==> src/rtl/logic_unit_arbiter_if.sv <==
// Request/response bus between the per-lane requesters and the shared logic unit arbiter.
// Optional rsp_err signal present when LOGIC_UNIT_ARB_ERR_EN is defined.
interface logic_unit_arbiter_if #(
    parameter int unsigned NUM_REQ = 4,
    parameter int unsigned DATA_W  = 8,
    parameter int unsigned ID_W    = 2
);
    logic [NUM_REQ-1:0]        req_valid;
    logic [NUM_REQ-1:0]        req_ready;
    logic [NUM_REQ*DATA_W-1:0] req_a;
    logic [NUM_REQ*DATA_W-1:0] req_b;
    logic [NUM_REQ*3-1:0]      req_op;
    logic                      rsp_valid;
    logic                      rsp_ready;
    logic [ID_W-1:0]           rsp_id;
    logic [DATA_W-1:0]         rsp_data;
    logic                      busy;
`ifdef LOGIC_UNIT_ARB_ERR_EN
    logic                      rsp_err;

    modport master (
        output req_valid, req_a, req_b, req_op, rsp_ready,
        input  req_ready, rsp_valid, rsp_id, rsp_data, busy, rsp_err
    );

    modport slave (
        input  req_valid, req_a, req_b, req_op, rsp_ready,
        output req_ready, rsp_valid, rsp_id, rsp_data, busy, rsp_err
    );
`else
    modport master (
        output req_valid, req_a, req_b, req_op, rsp_ready,
        input  req_ready, rsp_valid, rsp_id, rsp_data, busy
    );

    modport slave (
        input  req_valid, req_a, req_b, req_op, rsp_ready,
        output req_ready, rsp_valid, rsp_id, rsp_data, busy
    );
`endif
endinterface

==> src/rtl/logic_unit_arbiter.sv <==
// Round-robin arbiter sharing one registered NAND-built bitwise logic unit among NUM_REQ requesters.
// Define LOGIC_UNIT_ARB_ERR_EN to flag the reserved opcode on rsp_err.
module logic_unit_arbiter #(
    parameter int unsigned NUM_REQ = 4,
    parameter int unsigned DATA_W  = 8,
    parameter int unsigned ID_W    = 2
) (
    input  logic                 clk,
    input  logic                 rst,
    logic_unit_arbiter_if.slave  bus
);

    localparam int unsigned OP_W = 3;

    localparam logic [OP_W-1:0] OP_NAND = 3'd0;
    localparam logic [OP_W-1:0] OP_AND  = 3'd1;
    localparam logic [OP_W-1:0] OP_OR   = 3'd2;
    localparam logic [OP_W-1:0] OP_NOR  = 3'd3;
    localparam logic [OP_W-1:0] OP_XOR  = 3'd4;
    localparam logic [OP_W-1:0] OP_XNOR = 3'd5;
    localparam logic [OP_W-1:0] OP_NOTA = 3'd6;

    typedef enum logic [1:0] {
        IDLE = 2'd0,
        EXEC = 2'd1,
        RESP = 2'd2
    } state_t;

    state_t              r_state;
    state_t              w_state_nxt;

    logic [ID_W-1:0]     r_rr_ptr;
    logic [DATA_W-1:0]   r_a;
    logic [DATA_W-1:0]   r_b;
    logic [OP_W-1:0]     r_op;
    logic [ID_W-1:0]     r_id;
    logic                r_rsp_valid;
    logic [ID_W-1:0]     r_rsp_id;
    logic [DATA_W-1:0]   r_rsp_data;
    logic                r_busy;

    logic                w_gnt_found;
    logic [ID_W-1:0]     w_gnt_idx;
    logic [ID_W-1:0]     w_cand;
    logic [NUM_REQ-1:0]  w_req_ready;
    logic [DATA_W-1:0]   w_sel_a;
    logic [DATA_W-1:0]   w_sel_b;
    logic [OP_W-1:0]     w_sel_op;

    logic [DATA_W-1:0]   w_n_ab;
    logic [DATA_W-1:0]   w_n_aa;
    logic [DATA_W-1:0]   w_n_bb;
    logic [DATA_W-1:0]   w_and;
    logic [DATA_W-1:0]   w_or;
    logic [DATA_W-1:0]   w_nor;
    logic [DATA_W-1:0]   w_xor;
    logic [DATA_W-1:0]   w_xnor;
    logic [DATA_W-1:0]   w_result;

    function automatic logic [DATA_W-1:0] f_nand(input logic [DATA_W-1:0] x,
                                                 input logic [DATA_W-1:0] y);
        return ~(x & y);
    endfunction

    // First pending requester strictly after the last one served, wrapping around.
    always_comb begin
        w_gnt_found = 1'b0;
        w_gnt_idx   = '0;
        w_cand      = '0;
        for (int unsigned k = 1; k <= NUM_REQ; k++) begin
            w_cand = ID_W'((32'(r_rr_ptr) + k) % NUM_REQ);
            if (!w_gnt_found && bus.req_valid[w_cand]) begin
                w_gnt_found = 1'b1;
                w_gnt_idx   = w_cand;
            end
        end
    end

    assign w_sel_a  = bus.req_a[32'(w_gnt_idx)*DATA_W +: DATA_W];
    assign w_sel_b  = bus.req_b[32'(w_gnt_idx)*DATA_W +: DATA_W];
    assign w_sel_op = bus.req_op[32'(w_gnt_idx)*OP_W +: OP_W];

    // Every function is composed from two-input NAND stages.
    assign w_n_ab = f_nand(r_a, r_b);
    assign w_n_aa = f_nand(r_a, r_a);
    assign w_n_bb = f_nand(r_b, r_b);
    assign w_and  = f_nand(w_n_ab, w_n_ab);
    assign w_or   = f_nand(w_n_aa, w_n_bb);
    assign w_nor  = f_nand(w_or, w_or);
    assign w_xor  = f_nand(f_nand(r_a, w_n_ab), f_nand(r_b, w_n_ab));
    assign w_xnor = f_nand(w_xor, w_xor);

    always_comb begin
        w_result = '0;
        case (r_op)
            OP_NAND: w_result = w_n_ab;
            OP_AND:  w_result = w_and;
            OP_OR:   w_result = w_or;
            OP_NOR:  w_result = w_nor;
            OP_XOR:  w_result = w_xor;
            OP_XNOR: w_result = w_xnor;
            OP_NOTA: w_result = w_n_aa;
            default: w_result = '0;
        endcase
    end

    always_ff @(posedge clk) begin
        if (rst) begin
            r_state <= IDLE;
        end else begin
            r_state <= w_state_nxt;
        end
    end

    // Next state and the combinational accept pulse, only ever raised in IDLE.
    always_comb begin
        w_state_nxt = r_state;
        w_req_ready = '0;
        case (r_state)
            IDLE: begin
                if (w_gnt_found) begin
                    w_req_ready[w_gnt_idx] = 1'b1;
                    w_state_nxt            = EXEC;
                end
            end
            EXEC: w_state_nxt = RESP;
            RESP: begin
                if (r_rsp_valid && bus.rsp_ready) begin
                    w_state_nxt = IDLE;
                end
            end
            default: w_state_nxt = IDLE;
        endcase
    end

`ifdef LOGIC_UNIT_ARB_ERR_EN
    logic r_rsp_err;
    logic w_op_err;

    assign w_op_err = (r_op == 3'd7);

    always_ff @(posedge clk) begin
        if (rst) begin
            r_rsp_err <= 1'b0;
        end else if (r_state == EXEC) begin
            r_rsp_err <= w_op_err;
        end
    end

    assign bus.rsp_err = r_rsp_err;
`endif

    always_ff @(posedge clk) begin
        if (rst) begin
            r_rr_ptr    <= ID_W'(NUM_REQ - 1);
            r_a         <= '0;
            r_b         <= '0;
            r_op        <= '0;
            r_id        <= '0;
            r_rsp_valid <= 1'b0;
            r_rsp_id    <= '0;
            r_rsp_data  <= '0;
            r_busy      <= 1'b0;
        end else begin
            r_busy <= (w_state_nxt != IDLE);
            case (r_state)
                IDLE: begin
                    if (w_gnt_found) begin
                        r_a  <= w_sel_a;
                        r_b  <= w_sel_b;
                        r_op <= w_sel_op;
                        r_id <= w_gnt_idx;
                    end
                end
                EXEC: begin
                    r_rsp_data  <= w_result;
                    r_rsp_id    <= r_id;
                    r_rsp_valid <= 1'b1;
                end
                RESP: begin
                    if (r_rsp_valid && bus.rsp_ready) begin
                        r_rsp_valid <= 1'b0;
                        r_rr_ptr    <= r_rsp_id;
                    end
                end
                default: ;
            endcase
        end
    end

    assign bus.req_ready = w_req_ready;
    assign bus.rsp_valid = r_rsp_valid;
    assign bus.rsp_id    = r_rsp_id;
    assign bus.rsp_data  = r_rsp_data;
    assign bus.busy      = r_busy;

endmodule
==> src/flat_wrapper.sv <==
// flat-port wrapper written by rule: the top's interface ports become plain ports
module logic_unit_arbiter_flat 
#(
    parameter int unsigned NUM_REQ = 4,
    parameter int unsigned DATA_W  = 8,
    parameter int unsigned ID_W    = 2
)
  (clk, rst, bus_req_valid, bus_req_a, bus_req_b, bus_req_op, bus_rsp_ready, bus_req_ready, bus_rsp_valid, bus_rsp_id, bus_rsp_data, bus_busy);
  logic_unit_arbiter_if #(.NUM_REQ(NUM_REQ), .DATA_W(DATA_W), .ID_W(ID_W)) bus_i ();
  input  logic clk;
  input  logic rst;
  input wire logic [$bits(bus_i.req_valid)-1:0] bus_req_valid;
  input wire logic [$bits(bus_i.req_a)-1:0] bus_req_a;
  input wire logic [$bits(bus_i.req_b)-1:0] bus_req_b;
  input wire logic [$bits(bus_i.req_op)-1:0] bus_req_op;
  input wire logic [$bits(bus_i.rsp_ready)-1:0] bus_rsp_ready;
  output wire logic [$bits(bus_i.req_ready)-1:0] bus_req_ready;
  output wire logic [$bits(bus_i.rsp_valid)-1:0] bus_rsp_valid;
  output wire logic [$bits(bus_i.rsp_id)-1:0] bus_rsp_id;
  output wire logic [$bits(bus_i.rsp_data)-1:0] bus_rsp_data;
  output wire logic [$bits(bus_i.busy)-1:0] bus_busy;
  assign bus_i.req_valid = bus_req_valid;
  assign bus_i.req_a = bus_req_a;
  assign bus_i.req_b = bus_req_b;
  assign bus_i.req_op = bus_req_op;
  assign bus_i.rsp_ready = bus_rsp_ready;
  assign bus_req_ready = bus_i.req_ready;
  assign bus_rsp_valid = bus_i.rsp_valid;
  assign bus_rsp_id = bus_i.rsp_id;
  assign bus_rsp_data = bus_i.rsp_data;
  assign bus_busy = bus_i.busy;
  logic_unit_arbiter #(.NUM_REQ(NUM_REQ), .DATA_W(DATA_W), .ID_W(ID_W)) u_core (.clk(clk), .rst(rst), .bus(bus_i));
endmodule
==> config.mk <==
export PLATFORM = sky130hd
export DESIGN_NAME = logic_unit_arbiter_flat
export DESIGN_NICKNAME = d
export VERILOG_FILES = /design/src/rtl/logic_unit_arbiter_if.sv /design/src/rtl/logic_unit_arbiter.sv /design/src/flat_wrapper.sv
export SDC_FILE = /design/constraint.sdc
export NUM_CORES = 1
export LEC_CHECK = 0
export CORE_MARGIN = 1.5
export CORE_UTILIZATION = 48
export CTS_BUF_LIST = sky130_fd_sc_hd__clkbuf_16
export DETAILED_ROUTE_END_ITERATION = 8
export PLACE_DENSITY = 0.82
export RECOVER_POWER = 25
export SLEW_MARGIN = 30
export SYNTH_ARGS = -nofsm -noshare
export SYNTH_HDL_FRONTEND = slang
export SYNTH_SLANG_ARGS = --single-unit
==> constraint.sdc <==
create_clock -name clk -period 2.4 [get_ports clk]
set_input_delay 0.36 -clock clk [delete_from_list [all_inputs] [get_ports clk]]
set_output_delay 0.36 -clock clk [all_outputs]
set_load 0.1 [all_outputs]
==> metrics <==
status=completed; first-pass GRT wire length=between 10000 and 15000 um; Post-synth EDFFs=0; total die area=~6100 um2; Root Driver=clkbuf_16; HPWL Detailed=between 5000 and 6000 um; Cell Area, Synth=roughly 2700 um2; Internal Dissipation=1.55 mW; initial antenna violation count=0; Max Slew Vio Count=0; critical path type=in2out; most frequent cell after synthesis=mux2i_1; Synth Register Bits=37; clock share of power=approximately 24%; achievable frequency=439 MHz; num rows=27; top_reg_cell synth=dfxtp_1; Combinational Power Share=a little under half; post-synth cell types=43; starting density of the core=between 40% and 50%; worst hold-check path type=reg2reg; Layout Area Growth over Synthesis=46.1%; antenna viol nets, final=0; port buffer count=98; Seq/Total Area, Yosys=between 20% and 30%; delay-heaviest family, CP=buffers and inverters; Mapped Avg Cell Area=between 8 and 9 um2; DR vias=approximately 2.6k; Worst Setup Start Kind=input pin; critical path's slowest cell=clkdlybuf4s50_1; Final min period=~2300 ps; NetSw=a little under 1 mW; worst slew pin tran=1170 ps; top cell type by total area after synthesis=dfxtp_1; nets@finish=between 500 and 600; TritonCTS clock tree=built; Num Clock Sinks=37; initial DRC count=137; vias in the first global route=around 2.5k; ant diodes=0; Peak VDD IR=~0.49 mV; Top Ports=99; nature of the critical path endpoint=output port; Detailed Route WL=a little over 7000 um; PD cells=between 600 and 700 nW/um2; routability cong.=between 0.8 and 0.9; crit path DAT=1920 ps; largest net degree at the start of global routing=23; normalized max-slew margin=22.6%; post-synth top area share=between 20% and 30%; # DRC=0; setup violators final=0; Clock Latency Late Sink=around 280 ps; htree depth=2; GRT Resource Usage Total=about a quarter; maximum clock insertion buffer count=2; final hold vios=0; Post-synth top cells=mux2i_1 (42), dfxtp_1 (37), inv_1 (19); CTS Hold Bufs=0; WP buf/inv=2; critical path fanouts, max=4; syn nets=around 400; WP data required=~2000 ps; Area after DPL=approximately 3800 um2; Clock transition at path regs=approximately 50 ps; fin crit share=a little over nine tenths; sequential share of power=30.4%; post-route cell area=3970 um2; Async S/R FF share, synth=0%; synthesized instance count=between 300 and 400; die width=78.3 um; crit path cell chain=clkdlybuf4s50_1, o21a_1, a211oi_4, and2_4, and2_1, buf_12; Syn. warnings=0; Synth area leaders=dfxtp_1 (27%), mux2i_1 (15%), ha_1 (7.4%); grt total ovfl=0; total core area=5470 um2; Num CTS Buffers=5; WL/cell=approximately 15 um; fraction of layout cells with a size suffix above 1=approximately an eighth; detailed-router iteration count before antenna repair=5; Setup Total Neg Slack=0 ps; Setup Skew=approximately 5.2 ps; CP peak stage delay=~460 ps; Max-Cap Viols=0; die height=a little under 80 um; Leak=roughly 1.7 nW; vias per cell=approximately 5.5; switching share of power=between 30 and 40%; RSZ-0062 raised after global routing=no
[cell families (layout without fill, tap and decap cells)]
| family | Yosys count | after routing | synth area share [%] |
|---|---|---|---|
| AND/OR/NAND/NOR | 76 | 76 | 14.6 |
| XOR/XNOR | 7 | 7 | 2.25 |
| multiplexers | 52 | 52 | 19.6 |
| AO/OA/AOI/OAI | 79 | 79 | 22.0 |
| buffers and inverters | 41 | 141 | 6.86 |
| flip-flops | 37 | 37 | 27.2 |
| adder cells (fa/ha/maj) | 16 | 16 | 7.36 |
[through the flow]
| step | utilization [%] | hold slack [ps] | worst slack, ps | instances | power [mW] |
|---|---|---|---|---|---|
| after floorplan | - | 432 | 23.7 | 308 | 1.56 |
| after global placement | 70.2 | 437 | 15.4 | 470 | 1.89 |
| after detailed placement | 70.2 | 450 | -14.5 | 470 | 1.93 |
| after CTS | 72.8 | 457 | 30.3 | 478 | 2.54 |
| after global routing | 72.6 | 479 | 37.3 | 480 | 2.65 |
| final | 72.6 | 456 | 120 | 480 | 2.52 |
[area by class of cell]
type	instances	area [um2]
Inverter	19	71.3
Multi-Input combinational cell	230	1830
Timing Repair Buffer	114	1100
Clock buffer	5	125
Tap cell	72	90.1
Sequential cell	37	741
Fill cell	428	1500
Clock inverter	3	12.5
[placed cells by master, fill, tap and decap left out, drive strengths merged, types with 4 or more instances in the layout]
cell type      Yosys  final
nor2              15     15
nand2             15     15
nand2b             5      5
xor2               7      7
clkbuf            10     17
a22oi              5      5
o21ai             18     18
inv               19     19
and2               4      4
a21oi             14     14
or3                7      7
mux2i             42     42
clkdlybuf4s50      0     79
buf               12     20
dfxtp             37     37
a21o               9      9
o22ai              4      4
mux2              10     10
a221oi            10     10
ha                16     16
nor3               5      5
nand3              6      6
a211o              8      8
nor2b             11     11
[sequential cells by signal, summed over array words and instances (netlist names)]
signal and cells:
u_core.bus.rsp_data 8, u_core.r_a 8, u_core.r_b 8, u_core.r_op 3, u_core.bus.rsp_id 2, u_core.r_id 2, u_core.r_rr_ptr 2, u_core.r_state 2
u_core.bus.busy 1, u_core.bus.rsp_valid 1
[power groups by stage]
stage	combinational [mW]	sequential, mW	clock [mW]
after floorplan	0.608	0.950	0
after global placement	1.12	0.775	0
after detailed placement	1.15	0.779	0
after CTS	1.16	0.767	0.611
after global routing	1.23	0.778	0.640
final	1.15	0.768	0.607
[worst register-to-register path, cell delays in order, from the launching register on]
cell and delay (ps):
dfxtp_1 390, inv_1 60, a221o_1 380, a21oi_4 250, buf_12 140, buf_4 120
buf_4 220, mux2i_1 120, a221oi_2 280
[routing by layer]
metal / wire length [um] / share of wire (%) / track usage, %
met4: 143 / 2.0 / 8.04
met3: 250 / 3.5 / 3.49
met1: 2920 / 41 / 27.7
met5: 0 / 0 / 0
met2: 3750 / 53 / 42.8
[final timing paths]
check                          from                endpoint  slack [ps]  depth (start not counted)
max                bus_req_valid[0]        bus_req_ready[2]         120                          6
min          u_core.bus.rsp_data[7]  u_core.bus.rsp_data[7]         460                          2
max reg2reg      u_core.r_rr_ptr[0]           u_core.r_b[0]         350                          8
min reg2reg  u_core.bus.rsp_data[7]  u_core.bus.rsp_data[7]         460                          2
[what timing repair did]
| action | CTS | global route |
|---|---|---|
| setup endpoints to repair | 1 | 4 |
| cloned | 0 | 0 |
| gates resized for setup | 1 | 6 |
| setup buffers | 0 | 2 |
| endpoints found under the hold margin | 0 | 0 |
| pin swaps | 0 | 2 |
(Power assumes the default switching activity.)
